$ cat config.mk
export PLATFORM = sky130hd
export DESIGN_NAME = video_timing
export DESIGN_NICKNAME = d
export VERILOG_FILES = /design/src/rtl/video_timing.sv
export SDC_FILE = /design/constraint.sdc
export NUM_CORES = 1
export LEC_CHECK = 0
export CAP_MARGIN = 20
export CORE_MARGIN = 5
export CORE_UTILIZATION = 40
export DETAILED_ROUTE_END_ITERATION = 10
export PLACE_DENSITY = 0.68
export SLEW_MARGIN = 25
export SYNTH_ARGS = -nofsm -noshare
export SYNTH_HDL_FRONTEND = slang
export SYNTH_SLANG_ARGS = --single-unit
$ cat constraint.sdc
create_clock -name clk -period 5.1 [get_ports clk]
set_clock_uncertainty 0.2 [all_clocks]
set_input_delay 1.02 -clock clk [delete_from_list [all_inputs] [get_ports clk]]
set_output_delay 1.02 -clock clk [all_outputs]
set_load 0.05 [all_outputs]
$ cat src/rtl/video_timing.sv
// Raster timing generator: hsync/vsync/de plus pixel coordinates and line/frame start pulses.
// Latency: every output is registered one clk behind the hc/vc counters; frame_start is the first output cycle after reset.
// Backpressure: none. The generator free-runs after reset and has no enable or stall input.
//
// Ports:
//   clk          pixel clock (sole clock)
//   reset        synchronous active-high; driven as ~pll_lock upstream
//   hsync/vsync  sync pulses, asserted level per H_POL / V_POL
//   de           data enable, high only inside the active area
//   x, y         pixel column (11b) and line number (10b) of the current output cycle
//   line_start   1-cycle pulse at x==0 of every line
//   frame_start  1-cycle pulse at x==0, y==0
module video_timing #(
  parameter int H_ACTIVE = 1024,
  parameter int H_FRONT  = 40,
  parameter int H_SYNC   = 104,
  parameter int H_BACK   = 144,
  parameter int V_ACTIVE = 600,
  parameter int V_FRONT  = 3,
  parameter int V_SYNC   = 10,
  parameter int V_BACK   = 11,
  parameter bit H_POL    = 1'b1,
  parameter bit V_POL    = 1'b1
) (
  input  logic        clk,
  input  logic        reset,
  output logic        hsync,
  output logic        vsync,
  output logic        de,
  output logic [10:0] x,
  output logic [9:0]  y,
  output logic        line_start,
  output logic        frame_start
);

  localparam int H_TOTAL = H_ACTIVE + H_FRONT + H_SYNC + H_BACK;
  localparam int V_TOTAL = V_ACTIVE + V_FRONT + V_SYNC + V_BACK;

  generate
    if (H_TOTAL > 2048) begin : g_h_total_chk
      $error("video_timing: H_TOTAL exceeds 2048, x is only 11 bits");
    end
    if (V_TOTAL > 1024) begin : g_v_total_chk
      $error("video_timing: V_TOTAL exceeds 1024, y is only 10 bits");
    end
  endgenerate

  // Boundaries are held one bit wider than the counters so that a sync
  // pulse ending exactly at the total (zero back porch) cannot wrap.
  localparam logic [11:0] H_ACT_END = 12'(H_ACTIVE);
  localparam logic [11:0] H_SYN_BEG = 12'(H_ACTIVE + H_FRONT);
  localparam logic [11:0] H_SYN_END = 12'(H_ACTIVE + H_FRONT + H_SYNC);
  localparam logic [10:0] V_ACT_END = 11'(V_ACTIVE);
  localparam logic [10:0] V_SYN_BEG = 11'(V_ACTIVE + V_FRONT);
  localparam logic [10:0] V_SYN_END = 11'(V_ACTIVE + V_FRONT + V_SYNC);
  localparam logic [10:0] H_LAST    = 11'(H_TOTAL - 1);
  localparam logic [9:0]  V_LAST    = 10'(V_TOTAL - 1);

  logic [10:0] hc;
  logic [9:0]  vc;

  logic h_act, v_act, h_syn, v_syn;

  assign h_act = ({1'b0, hc} <  H_ACT_END);
  assign v_act = ({1'b0, vc} <  V_ACT_END);
  assign h_syn = ({1'b0, hc} >= H_SYN_BEG) && ({1'b0, hc} < H_SYN_END);
  // Depends on vc only, so vsync edges land on hc==0 (line-aligned).
  assign v_syn = ({1'b0, vc} >= V_SYN_BEG) && ({1'b0, vc} < V_SYN_END);

  always_ff @(posedge clk) begin
    if (reset) begin
      hc          <= '0;
      vc          <= '0;
      x           <= '0;
      y           <= '0;
      de          <= 1'b0;
      line_start  <= 1'b0;
      frame_start <= 1'b0;
      hsync       <= ~H_POL;
      vsync       <= ~V_POL;
    end else begin
      // Outputs are all decoded from the same hc/vc snapshot, so they stay
      // mutually consistent; the counters then advance one step.
      x           <= hc;
      y           <= vc;
      de          <= h_act && v_act;
      hsync       <= h_syn ? H_POL : ~H_POL;
      vsync       <= v_syn ? V_POL : ~V_POL;
      line_start  <= (hc == '0);
      frame_start <= (hc == '0) && (vc == '0);

      if (hc == H_LAST) begin
        hc <= '0;
        vc <= (vc == V_LAST) ? '0 : vc + 10'd1;
      end else begin
        hc <= hc + 11'd1;
      end
    end
  end

endmodule

==> reports/qor.yml <==
clock_tree:
  clock_latency_ns: 0.29
  cts_made_buffers: 5
  cts.sinks: 47
  post_cts_buffers: 0
  cts_tree: "built"
  hold_buffers: 0
  ctsResizeCount: 0
  htree_levels: 2
  cts-root-buf: "clkbuf_8"
  clk_pin_slew_ns: 0.08
  clk_path_buf_depth: 2
floorplan:
  die_x_um: 77.8
  core_um2: 4410
  initial_core_util: 0.417
  num_rows: 24
  io-pin-count: 28
  dieArea_um2: 6050
  die_h_um: 77.8
power_and_ir_drop:
  clockPowerShare: 0.387
  p_seq_frac: 0.561
  power_per_cell_area_nw_per_um2: 301
  internal_power_w: 0.000528
  total_power_w: 0.000670
  vdd_ir_drop_max_mv: 0.130
  p_leak_nw: 0.772
  combPwrFrac: 0.052
  sw_frac_of_total: 0.213
  p_sw_w: 0.000143
sta:
  hold_violations: 0
  period_minus_slack_ns: 2.67
  rsz0062_at_grt: "no"
  setup_ws_ns: 2.43
  timing.fmax_mhz: 375
  maxSlewViolCount: 0
  max_slew_margin: 0.616
  final.setup.tns_ns: 0
  tightest_slew_ns: 0.571
  finalCritPeriodShare: 0.523
  setup_viol: 0
detailed_routing:
  drt_pass1_iterations: 4
  drt_iter0_markers: 90
  vias: 1399
  post_drt_wl_per_cell_um: 12.9
  drc_errors: 0
  final_antenna_net_count: 0
  routed_wl_um: 3520
  via_per_inst: 5.11
synthesis:
  syn_inst: 199
  avgSynthCellArea_um2: 9.24
  synth_edf_count: 0
  seq_area_frac_synth: 0.512
  syn-cell-area_um2: 1840
  syn-num-nets: 206
  ys_types: 36
  synthFlopType: "dfxtp_1"
  ys_warn_count: 0
  ys_ff_latch: 47
  async_reset_ff_frac: 0
setup_path:
  crit_slowest_cell: "clkdlybuf4s50_1"
  r2r_slack_ns: 2.74
  crit_family: "buffers and inverters"
  crit_required_ns: 3.88
  worst_path_largest_cell_delay_ns: 0.81
  end_kind: "primary output"
  critPathBufInv: 1
  worstPathArrival_ns: 1.45
  timing.rr.end: "vc[8]"
  path_class: "register to primary output"
  ff2ff_path_depth: 5
  start_kind: "register"
  cp_max_fo: 1
  worstPathCellList: "clkdlybuf4s50_1"
  r2r-start: "hc[0]"
hold_path:
  hold_depth: 1
  min_to: "hc[0]"
  worst_hold_startpoint: "hc[0]"
  hp-class: "register to register"
job:
  drv_cap: 0
run_status:
  outcome: "finished, final reports clean"
grt:
  grt_max_degree: 34
  overflow: 0
  grt_first_pass_wirelength_um: 6000
  antenna_found_initial: 0
  grt_pass1_vias: 1309
  grt_use_total: 0.121
layout:
  fin_cells: 274
  nets: 229
  area_growth_pct: 21.0
  drive_above_1_share: 0.0586
  final_cell_mix: "dfxtp_1, clkdlybuf4s50_1, nor2_1, nor2b_1, a21oi_1"
  mostFrequentLayoutCell: "dfxtp_1"
  antennaDiodeCount: 0
placed_design:
  dp.cells: 267
  hpwl_um: 2370
  place.gp.congestion: 0.804
  portBuffers: 27
  pre_cts_slack_ns: 2.48
[registers in the layout, indices dropped and copies added (netlist names)]
signal,count
y,10
hsync,1
vc,10
hc,11
frame_start,1
line_start,1
de,1
x,11
vsync,1
[stage by stage]
step	hold WS, ns	utilization	area [um2]
after CTS	0.297	0.504	2230
final	0.297	0.504	2230
after global placement	0.263	0.481	2120
after detailed placement	0.279	0.481	2120
after floorplan	0.241	-	1840
after global routing	0.345	0.504	2230
[cell usage after synthesis (all sizes together) (2+ instances only)]
cell / n / area (um2)
or3: 6 / 47.5
dfxtp: 47 / 941
xnor2: 6 / 52.6
nand2: 10 / 37.5
nor4: 4 / 25.0
xor2: 4 / 35.0
nor3b: 2 / 15.0
o21ai: 6 / 30.0
nor2b: 14 / 87.6
and4: 2 / 17.5
nand3b: 2 / 15.0
and3: 3 / 18.8
o31ai: 2 / 15.0
nand3: 6 / 30.0
nand4: 5 / 31.3
nor3: 8 / 40.0
a21oi: 11 / 55.1
clkbuf: 8 / 30.0
nor2: 23 / 86.3
inv: 9 / 33.8
or4: 2 / 15.0
ha: 5 / 62.6
buf: 4 / 28.8
[worst max-delay path by stage]
stage / start / to / cells past startpoint
4_1_cts: frame_start / frame_start / 1
2_1_floorplan: hc[0] / vc[8] / 5
6_report: frame_start / frame_start / 1
5_1_grt: x[6] / x[6] / 1
3_5_place_dp: reset / frame_start / 5
3_3_place_gp: reset / frame_start / 5
[logic make-up after synthesis]
kind of cell,after synthesis,share of synthesized area
fa+ha+maj,5,0.0340
buf+inv,21,0.0503
simple gates,93,0.282
xor+xnor,10,0.0476
compound gates,23,0.0741
flops,47,0.512
[power by group through the flow]
stage	Clock (W)	Sequential, W	Combinational (W)
after floorplan	0	0.000395	0.0000135
after global placement	0	0.000384	0.0000349
after detailed placement	0	0.000385	0.0000353
after CTS	0.000265	0.000376	0.0000354
after global routing	0.000283	0.000377	0.0000379
final	0.000259	0.000376	0.0000351
[final cells by class]
cell class              instances  area [um2]
fillers                       427        2190
flip-flops and latches         47         941
multi-input cells             131         806
repair buffers                 28         278
clock buffers                   6        72.6
well taps                      52        65.1
inverters                       9        33.8
clock inverters                 1        30.0
[metal layers]
metal | global-route usage | wire, um | vias to the layer above
met4 | 0.0567 | 85 | 0
li1 | - | - | 719
met5 | 0 | 0 | -
met1 | 0.163 | 1740 | 632
met2 | 0.174 | 1460 | 40
met3 | 0.0382 | 234 | 8
Note: power is estimated with default switching activity, not from simulation.
